===== src/rtl/dmem_arbiter.sv =====
// Data-memory arbiter: shares one memory port between the pipeline MEM stage (P)
// and a debug/DMA master (D), inserting access latency and stalling P until done.
module dmem_arbiter #(
   parameter int AW         = 32,
   parameter int DW         = 32,
   parameter int MEM_LAT    = 2,
   parameter int STARVE_MAX = 4
) (
   input  logic          clk_i,
   input  logic          rst_i,
   input  logic          p_req_i,
   input  logic          p_we_i,
   input  logic [AW-1:0] p_addr_i,
   input  logic [DW-1:0] p_wdata_i,
   output logic [DW-1:0] p_rdata_o,
   output logic          p_stall_o,
   input  logic          d_valid_i,
   input  logic          d_we_i,
   input  logic [AW-1:0] d_addr_i,
   input  logic [DW-1:0] d_wdata_i,
   output logic          d_ready_o,
   output logic          d_rvalid_o,
   output logic [DW-1:0] d_rdata_o,
   output logic [AW-1:0] mem_addr_o,
   output logic [DW-1:0] mem_wdata_o,
   output logic          mem_read_o,
   output logic          mem_write_o,
   input  logic [DW-1:0] mem_rdata_i
);

   typedef enum logic [1:0] {IDLE, ACCESS, RESP} state_t;

   localparam logic [3:0] LAT_M1     = 4'(MEM_LAT - 1);
   localparam logic [3:0] STARVE_LIM = 4'(STARVE_MAX);

   state_t        state, state_nxt;
   logic          owner_d;
   logic          we_q;
   logic [AW-1:0] addr_q;
   logic [DW-1:0] wdata_q;
   logic [DW-1:0] rdata_q;
   logic [3:0]    cnt_q;
   logic [3:0]    starve_q;
   logic          starved, grant_p, grant_d, sample;

   // D is forced through only when it has watched STARVE_MAX P grants go by.
   assign starved = d_valid_i && (starve_q == STARVE_LIM);
   assign grant_p = (state == IDLE) && p_req_i && !starved;
   assign grant_d = (state == IDLE) && !grant_p && d_valid_i;

   assign mem_addr_o  = addr_q;
   assign mem_wdata_o = wdata_q;
   assign p_rdata_o   = rdata_q;
   assign d_rdata_o   = (state == RESP && owner_d) ? rdata_q : '0;

   always_comb begin
      state_nxt   = state;
      mem_read_o  = 1'b0;
      mem_write_o = 1'b0;
      d_ready_o   = 1'b0;
      d_rvalid_o  = 1'b0;
      p_stall_o   = p_req_i;
      sample      = 1'b0;
      case (state)
         IDLE: begin
            d_ready_o = grant_d;
            if (grant_p || grant_d) state_nxt = ACCESS;
         end
         ACCESS: begin
            if (we_q) begin
               mem_write_o = 1'b1;
               state_nxt   = RESP;
            end else begin
               mem_read_o = 1'b1;
               if (cnt_q == 4'd0) begin
                  sample    = 1'b1;
                  state_nxt = RESP;
               end
            end
         end
         RESP: begin
            state_nxt = IDLE;
            if (owner_d) d_rvalid_o = 1'b1;
            else         p_stall_o  = 1'b0;
         end
         default: state_nxt = IDLE;
      endcase
   end

   always_ff @(posedge clk_i or negedge rst_i) begin
      if (!rst_i) begin
         state    <= IDLE;
         owner_d  <= 1'b0;
         we_q     <= 1'b0;
         addr_q   <= '0;
         wdata_q  <= '0;
         rdata_q  <= '0;
         cnt_q    <= '0;
         starve_q <= '0;
      end else begin
         state <= state_nxt;
         if (grant_p || grant_d) begin
            owner_d <= grant_d;
            we_q    <= grant_d ? d_we_i    : p_we_i;
            addr_q  <= grant_d ? d_addr_i  : p_addr_i;
            wdata_q <= grant_d ? d_wdata_i : p_wdata_i;
            cnt_q   <= LAT_M1;
         end
         if (state == ACCESS && !we_q && cnt_q != 4'd0) cnt_q <= cnt_q - 4'd1;
         if (sample) rdata_q <= mem_rdata_i;
         // Writes return zero so the response bus never shows stale read data.
         if (state == ACCESS && we_q) rdata_q <= '0;
         if (grant_d)
            starve_q <= '0;
         else if (grant_p && d_valid_i && starve_q != STARVE_LIM)
            starve_q <= starve_q + 4'd1;
      end
   end

endmodule


===== config.mk =====
export PLATFORM = sky130hd
export DESIGN_NAME = dmem_arbiter
export DESIGN_NICKNAME = d
export VERILOG_FILES = /design/src/rtl/dmem_arbiter.sv
export SDC_FILE = /design/constraint.sdc
export NUM_CORES = 1
export LEC_CHECK = 0
export ABC_CLOCK_PERIOD_IN_PS = 5300
export CAP_MARGIN = 10
export CORE_AREA = 4 4 114 116
export CTS_BUF_LIST = sky130_fd_sc_hd__clkbuf_4 sky130_fd_sc_hd__clkbuf_8
export DETAILED_ROUTE_END_ITERATION = 10
export DIE_AREA = 0 0 118 120
export DONT_BUFFER_PORTS = 1
export PLACE_DENSITY = 0.62
export REMOVE_ABC_BUFFERS = 1
export SYNTH_ARGS = -nofsm -noshare
export SYNTH_HDL_FRONTEND = slang
export SYNTH_SLANG_ARGS = --single-unit

===== constraint.sdc =====
create_clock -name clk_i -period 5.3 [get_ports clk_i]
set_clock_uncertainty 0.1 [all_clocks]
set_input_delay 0.53 -clock clk_i [delete_from_list [all_inputs] [get_ports clk_i]]
set_output_delay 0.53 -clock clk_i [all_outputs]
set_load 0.02 [all_outputs]

Yosys cells after proc, flatten, opt, wreduce, memory -nomap -nowiden
Index checks and enable logic that the tools add are counted.
{ "word_totals": {"wordCells": 64, "in_bits": 166, "reg_bits": 108} }
{ "op_classes": {"mux": 26, "n_eq_ne": 6, "n_reduce_logical": 22, "add_sub_neg": 2} }
{ "ops": {"columns": ["operator", "count"], "rows": [
  ["$mux W32", 5],
  ["$mux W4", 4],
  ["$mux W1", 13],
  ["$logic_and A1 B1 Y1", 11],
  ["$mux W2", 3],
  ["$reduce_bool A2 Y1", 3],
  ["$add A4 B1 Y4 const B", 1],
  ["$eq A4 B3 Y1 const B", 1],
  ["$logic_not A4 Y1", 1],
  ["$ne A4 B3 Y1 const B", 1],
  ["$pmux W2 S2", 1],
  ["$reduce_bool A4 Y1", 1],
  ["$sub A4 B1 Y4 const B", 1],
  ["$logic_not A1 Y1", 3],
  ["$ne A3 B3 Y1 const B", 1],
  ["$eq A2 B1 Y1 const B", 1],
  ["$eq A2 B2 Y1 const B", 1],
  ["$logic_not A2 Y1", 1],
  ["$ne A2 B1 Y1 const B", 1],
  ["$reduce_and A2 Y1", 1],
  ["$logic_or A1 B1 Y1", 1]
]} }

Depth between registers and ports, before layout
Gate-level depths: netlist of run 1.
{ "depth": {"word_depth": 10, "depth_mapped": 7, "ltp_nobuf": 5} }

Worst setup path after synthesis of run 1
No wires, ideal clock.
{ "synth_timing": {"kind": "flip-flop to output port", "from": "reg state[0]", "to": "out d_rdata_o[22]", "slack_ns": 3.138, "stages_incl_launch_ff": 5, "required_time_ns": 4.670, "t_arrival_ns": 1.532, "path_buffers": 2, "path_cell_list": "dfrtp_1 buf_2 nor3b_1 clkbuf_1 and2_1"} }
{ "synth_via": {"elab_chain_len": 3} }
{ "synth_lines": {"columns": ["item", "line", "rtl"], "rows": [
  ["start, declared", "36", "state_t state, state_nxt;"],
  ["start signal, assigned", "101", "state <= state_nxt;"],
  ["$eq A2 B2 Y1", "54", "assign d_rdata_o = (state == RESP && owner_d) ? rdata_q : '0;"],
  ["$logic_and A1 B1 Y1", "54", null],
  ["$mux W32", "54", null],
  ["end, declared", "23", "output logic [DW-1:0] d_rdata_o,"]
]} }
Every way passes these cells.

Worst setup path after layout of run 1
{ "layout_timing": {"from": "reg state[1]", "to": "out d_rdata_o[27]"} }
The elaborated chain is that of the path after synthesis.

==> results.tsv, run 1 <==
stage	metric	value	unit
grt	busiest grt layer	met2	
min_path	Hold WC Path Type	input port to flop	
clock_tree	CTS sink count	108	
pwr	power per cell area	711	mW/mm^2
clock_tree	clock latency on the worst-skew pair	0.38	ns
synth	synth warn	0	
grt	Tot GR Track Use	21.2	%
synth	Compound-Gate Fraction of Synth Area	32.1	%
clock_tree	Clock transition at path regs	0.10	ns
synth	main area contributors after synthesis	dfrtp_1 54%, a221o_1 13%, o31a_1 12%	
place	RePlAce Congestion	0.800	
timing	final hold viol count	0	
grt	number of global-route vias before repair	3905	
place	placed cell areas	0.00503	sq mm
final_layout	Total Nets Final	545	
grt	first-pass GRT wire length	23500	um
clock_tree	Clock Path Buffers	2	
final_layout	Layout area overhead	5.33	%
timing	Setup-failing EPs final	0	
synth	synthesis-stage register bit count	108	
setup_path	CP Max Fanout	46	
timing	Worst Tran Pin Value	1.15	ns
timing	Fmax achieved	303	MHz
synth	Mapped Area	0.00503	sq mm
setup_path	worst r2r src	state[0]	
synth	Mapped Cells	404	
final_layout	layout cell share with drive strength beyond 1	10.2	%
timing	Min Clock Period, post-route	3.30	ns
floorplanning	Cell Rows	40	
drt	total vias in the final route	3686	
timing	setup tns final	0	ns
drt	Vias/cell	6.98	
setup_path	Crit Path Class	flop to primary output	
drt	wire per inst	28.8	um
drt	WL final	15200	um
final_layout	design area	0.00529	sq mm
floorplanning	io pins	299	
setup_path	CP startpoint	state[1]	
synth	Post-synth EDFFs	0	
synth	Synth Area in Adders	0.747	%
synth	synth unique cells	38	
grt	initial antenna violation count	0	
timing	Final Cycle Share	62.2	%
grt	total grt overflow	0	
synth	xor/xnor share of the synthesized area	0	%
grt	GR Util met1	23.0	%
setup_path	Critical Path AT	2.67	ns
drt	DRT antenna net count	0	
grt	largest net degree at the start of global routing	109	
setup_path	FF-to-FF End	p_rdata_o[11]	
grt	met2 usage	35.2	%
drt	Iter 0 DRT Violations	222	
outcome	status	completed	
grt	global-route met3 utilization	10.6	%
synth	simple-gate share of the synthesized area	7.44	%
setup_path	crit end category	primary output	
synth	post-synth top area cell	dfrtp_1	
floorplanning	full die area	0.0142	sq mm
clock_tree	CTS H-tree depth	3	
pwr	worst vdd ir	0.305	mV
setup_path	Worst setup endpoint	d_rdata_o[27]	
place	placed cell count	510	
final_layout	n_diodes	0	
clock_tree	CTS tree	built	
place	PortBufs	0	
clock_tree	CTS root buffer	clkbuf_8	
synth	post-synthesis mux area share	0.224	%
final_layout	final std cells w/o fill	528	
synth	Synth Flop Type	dfrtp_1	
synth	Async SR Flop Fraction	100	%
floorplanning	Die W	118	um
synth	Mean Syn Cell Area	12.4	sq um
final_layout	final core occ	44.4	%
timing	relative slew slack	23.1	%
synth	sequential area share after synthesis	53.8	%
timing	hold slack	0.181	ns
timing	fin. max-slew vios	0	
synth	main combinational cell family by area after synthesis	compound AO/OA/AOI/OAI gates	
clock_tree	CTS buffer count	9	
drt	drc violations	0	
floorplanning	Initial Util	42.2	%
pwr	leakage power	2.24	nW
floorplanning	Core ar.	0.0119	sq mm
timing	RSZ-0062 raised after global routing	no	
setup_path	R2R cell count	5	
drt	First-pass DRT Iterations	5	
setup_path	Critical Path RT	4.67	ns
place	DP HPWL	10500	um
setup_path	CP Launch Type	flop	
final_layout	filler cell count	1093	
synth	Synth top area share	53.8	%
floorplanning	die extent in y	120	um
setup_path	flop-to-flop setup slack	2.33	ns
flow_run	maxcap violations	0	
-- cells in the mapped netlist (all sizes together) (2+ instances only) --
cell and instances:
a221o 65, a22o 32, a31o 3, and2 33
buf 22, clkbuf 26, dfrtp 108, ha 3
inv 9, nand2 3, nand2b 2, nand3 3
nand4b 2, nor2 4, nor3b 3, o21ai 3
o31a 66, or3b 2
-- power by group --
group	switching, mW	internal [mW]	leakage [nW]
sequential	0.805	1.20	1.37
clock	0.276	0.289	0.113
combinational	0.607	0.583	0.758
total	1.69	2.08	2.24
-- state kept, by name, indices dropped and copies added (netlist names) --
signal	count
p_rdata_o	32
mem_addr_o	32
cnt_q	4
we_q	1
state	2
starve_q	4
mem_wdata_o	32
owner_d	1
-- worst min-delay path by stage --
stage | from | end | slack (ns) | cells past startpoint
final | mem_rdata_i[15] | p_rdata_o[15] | 0.18 | 1
after global routing | mem_rdata_i[15] | p_rdata_o[15] | 0.15 | 1
after global placement | rst_i | mem_wdata_o[14] | 0.14 | 0
after CTS | mem_rdata_i[15] | p_rdata_o[15] | 0.15 | 1
after floorplan | rst_i | cnt_q[0] | 0.13 | 0
after detailed placement | rst_i | mem_wdata_o[14] | 0.14 | 0
-- cell families (layout without fill, tap and decap cells) --
kind of cell,after synthesis,after routing
muxes,1,1
AOI/OAI and AO/OA,177,177
and+or+nand+nor,58,58
buffers and inverters,57,34
adders and majority gates,3,3
DFF,108,108
-- worst max-delay path, cell delays in order, from the launching register on --
cell and delay [ns]:
dfrtp_2 0.71, buf_4 0.53, inv_1 0.18, nor3b_2 0.21
buf_4 0.32, and2_1 0.31
-- metrics by stage --
step | power (mW) | worst slack [ns]
floorplan | 2.81 | 1.04
global placement | 3.16 | 2.42
detailed placement | 3.21 | 2.33
finish | 3.76 | 2.00
CTS | 3.81 | 1.97
global route | 4.00 | 1.82
-- layer usage --
metal  routed length, um  vias up
met5                   0        -
met3                1940       26
li1                    -     1564
met4                 412        0
met2                7600      242
met1                5250     1854
-- timing repair --
item                       CTS  global route
setup buffers                0             0
hold buffers                 2             0
hold endpoints to repair   108             0
gates resized for setup      0             0
setup endpoints to repair    0             0
-- final cells by class --
type / count / area [sq um] / area share [%]
clock buffer: 12 / 153 / 2.88
sequential: 108 / 2710 / 51.1
timing repair buffer: 9 / 90.1 / 1.70
multi-input combinational: 239 / 2060 / 38.8
inverter: 9 / 33.8 / 0.638
clock inverter: 4 / 72.6 / 1.37
tap: 147 / 184 / 3.47
-- cells in the final DEF (no fill, tap or decap), types with 2 or more instances in the layout --
cell type	count
bufinv_16	2
o31a_1	66
nand3_1	3
clkbuf_4	2
a22o_1	32
a31o_2	3
a221o_1	65
nor2_1	3
nand2b_1	2
nand4b_1	2
clkbuf_8	10
o21ai_0	3
and2_1	33
nand2_1	3
dfrtp_2	2
ha_1	3
dfrtp_1	106
buf_4	7
inv_1	8
nor3b_2	2
or3b_4	2
No activity file was read; power rests on OpenSTA's default activity.
==> inputs of run 2 (changes only) <==
ABC_AREA = 1   (was not set)
ABC_CLOCK_PERIOD_IN_PS = 3200   (was 5300)
CORE_AREA = 4 4 115 117   (was 4 4 114 116)
DIE_AREA = 0 0 119 121   (was 0 0 118 120)
clock period = 3.2 ns   (was 5.3 ns; I/O delays follow)
==> run 2 against run 1 <==
- synthesized cell count is 54% higher
- critical path depth is 3 higher
- clock-buffer cell count is 2 lower
- design area is 28% higher
- clock power is 41% higher
- hold slack worse by 0.17 ns
- setup slack worse by 1.8 ns
- wire length is 17% higher
- sequential share of layout area is 11 points lower
- non-clock buffer count is 139 higher
- total power is 63% higher
- critical endpoint is now mem_addr_o[30]
- largest cell class unchanged
- largest power group unchanged
==> results.tsv, run 2 <==
stage	metric	value	unit
pwr	Sw Share	47.2	%
final_layout	filler cell count	1065	
final_layout	commonest non-fill, non-tap cell in the layout	nand3_1	
pwr	part of the power in combinational logic	38.1	%
flow_run	maxcap violations	0	
clock_tree	Clock transition at path regs	0.11	ns
timing	final hold viol count	0	
floorplanning	Cell Rows	41	
timing	Final Cycle Share	92.4	%
synth	post-synthesis mux area share	0	%
synth	Post-synth EDFFs	0	
pwr	P_int	3.25	mW
clock_tree	Setup Buffers After CTS	0	
place	PortBufs	0	
drt	DRT antenna net count	0	
setup_path	Critical Path AT	3.10	ns
setup_path	Critical Path RT	3.34	ns
setup_path	worst r2r src	state[1]	
setup_path	crit-path max cell delay	0.57	ns
synth	Synth Area in Adders	0.734	%
pwr	power per cell area	911	mW/mm^2
final_layout	area occupied by multi-input gates	0.00197	sq mm
floorplanning	Die W	119	um
drt	First-pass DRT Iterations	5	
synth	Mapped Area	0.00511	sq mm
synth	Synth Flop Type	dfrtp_1	
drt	Vias/cell	5.56	
synth	Async SR Flop Fraction	100	%
setup_path	Critical path buffers and inverters	3	
place	RePlAce Congestion	0.786	
place	DP HPWL	11100	um
setup_path	CP Launch Type	flop	
pwr	worst vdd ir	0.516	mV
floorplanning	die extent in y	121	um
pwr	Power Total	6.15	mW
setup_path	Crit Path Class	flop to flop	
synth	Synth top cells by count	203 x nand3_1, 125 x nand2_1, 108 x dfrtp_1	
clock_tree	CTS H-tree depth	3	
timing	RSZ-0062 raised after global routing	no	
clock_tree	Clock Path Buffers	2	
setup_path	slowest stage cell, crit path	dlygate4sd3_1	
timing	Worst Tran Pin Value	1.14	ns
final_layout	Layout area overhead	32.1	%
synth	Mean Syn Cell Area	8.23	sq um
drt	Iter 0 DRT Violations	352	
floorplanning	Initial Util	41.4	%
setup_path	CP most frequent cell	nand3_1	
final_layout	Total Nets Final	905	
setup_path	CP Max Fanout	40	
min_path	Hold Path Origin	p_wdata_i[11]	
clock_tree	CTS root buffer	clkbuf_8	
pwr	Clk pwr share	12.9	%
synth	Compound-Gate Fraction of Synth Area	3.43	%
setup_path	crit path cell chain	inv_2 > nand2_4 > nor2_8 > nand2_2 > buf_4 > nand3_1 > nand3_1 > dlygate4sd3_1	
setup_path	CP startpoint	state[1]	
clock_tree	CTS Hold Buffers Added	140	
synth	synthesis-stage register bit count	108	
synth	sequential area share after synthesis	52.9	%
place	placed cell count	757	
timing	relative slew slack	23.6	%
timing	fin. max-slew vios	0	
min_path	Hold WC Path Type	input port to flop	
synth	xor/xnor share of the synthesized area	0.171	%
final_layout	layout cell share with drive strength beyond 1	4.99	%
clock_tree	CTS tree	built	
synth	main area contributors after synthesis	dfrtp_1 53%, nand3_1 20%, nand2_1 9.2%	
synth	Synth top area share	52.9	%
grt	Tot GR Track Use	24.0	%
outcome	status	completed	
grt	number of global-route vias before repair	5203	
timing	Min Clock Period, post-route	2.96	ns
pwr	Reg power frac	49.0	%
setup_path	Largest delay share family, worst path	simple AND/OR/NAND/NOR gates	
floorplanning	Core ar.	0.0124	sq mm
place	Setup WS pre-CTS	0.825	ns
floorplanning	io pins	299	
clock_tree	clock latency on the worst-skew pair	0.36	ns
clock_tree	PostCTS Resize Cnt	0	
timing	Setup-failing EPs final	0	
pwr	leakage power	3.13	nW
timing	Fmax achieved	338	MHz
final_layout	final std cells w/o fill	913	
grt	largest net degree at the start of global routing	109	
synth	most numerous cell in the Yosys netlist	nand3_1	
timing	final worst slack	0.245	ns
drt	total vias in the final route	5076	
grt	initial antenna violation count	0	
synth	synth unique cells	24	
synth	synth warn	0	
synth	post-synth top area cell	dfrtp_1	
drt	WL final	17800	um
clock_tree	CTS buffer count	9	
grt	total grt overflow	0	
floorplanning	full die area	0.0144	sq mm
drt	wire per inst	19.5	um
final_layout	n_diodes	0	
drt	drc violations	0	
final_layout	leading cell types in the layout, fill and taps excluded	203 x nand3_1, 139 x dlygate4sd3_1, 125 x nand2_1, 108 x dfrtp_1, 49 x inv_1	
timing	setup tns final	0	ns
synth	main combinational cell family by area after synthesis	simple AND/OR/NAND/NOR gates	
synth	simple-gate share of the synthesized area	34.1	%
final_layout	sequential cell area	0.00270	sq mm
clock_tree	CTS sink count	108	
grt	first-pass GRT wire length	27500	um
setup_path	crit end category	flop	
synth	Mapped Cells	621	
pwr	net switching power	2.90	mW
==> run 2: metrics by stage <==
| step | cell area, sq um | hold slack, ns | util, % |
|---|---|---|---|
| 2_1_floorplan | 4860 | -0.0756 | - |
| 3_3_place_gp | 5150 | -0.0735 | 41.6 |
| 3_5_place_dp | 5150 | -0.0739 | 41.6 |
| 4_1_cts | 6750 | 0.0000173 | 54.6 |
| 5_1_grt | 6750 | 0.00523 | 54.6 |
| 6_report | 6750 | 0.0156 | 54.6 |
==> run 2: worst paths after layout <==
path                       cells past startpoint              end  slack (ns)
max in group asynchronous                      2   mem_addr_o[19]        2.05
setup reg to reg                               8   mem_addr_o[30]        0.24
min in group asynchronous                      2    mem_addr_o[7]        0.44
setup / recovery                               8   mem_addr_o[30]        0.24
hold / removal                                 2  mem_wdata_o[11]        0.02
hold reg to reg                                2         cnt_q[0]        0.39
==> run 2: worst reg2reg max path: cells and delay by family (launching register included) <==
family	cells	cell delay, ns
buffers and inverters	3	1.05
AND/OR/NAND/NOR	5	1.27
flip-flops	1	0.42
==> run 2: power groups by stage <==
stage	Combinational [mW]	Clock (mW)	Sequential (mW)
2_1_floorplan	1.26	0	2.85
4_1_cts	2.29	0.828	3.01
3_5_place_dp	1.71	0	3.02
5_1_grt	2.62	0.873	3.08
6_report	2.34	0.794	3.02
3_3_place_gp	1.60	0	3.02
==> run 2: per-layer routing <==
| metal | wire length [um] | GRT usage [%] |
|---|---|---|
| met5 | 0 | 0 |
| met4 | 544 | 10.6 |
| met3 | 1780 | 7.79 |
| met2 | 8690 | 41.0 |
| met1 | 6750 | 27.6 |
==> run 2: layout make-up <==
type / count / share of cell area [%]
timing repair buffer: 148 / 21.9
clock inverter: 6 / 0.704
tap: 172 / 3.19
inverter: 53 / 2.95
multi-input combinational: 416 / 29.2
sequential: 108 / 40.0
clock buffer: 10 / 2.04
==> run 2: cells by family after synthesis <==
logic type / Yosys count
and+or+nand+nor: 377
AOI/OAI and AO/OA: 35
xor gates and xnor gates: 1
adders and majority gates: 3
DFF: 108
buffers and inverters: 97
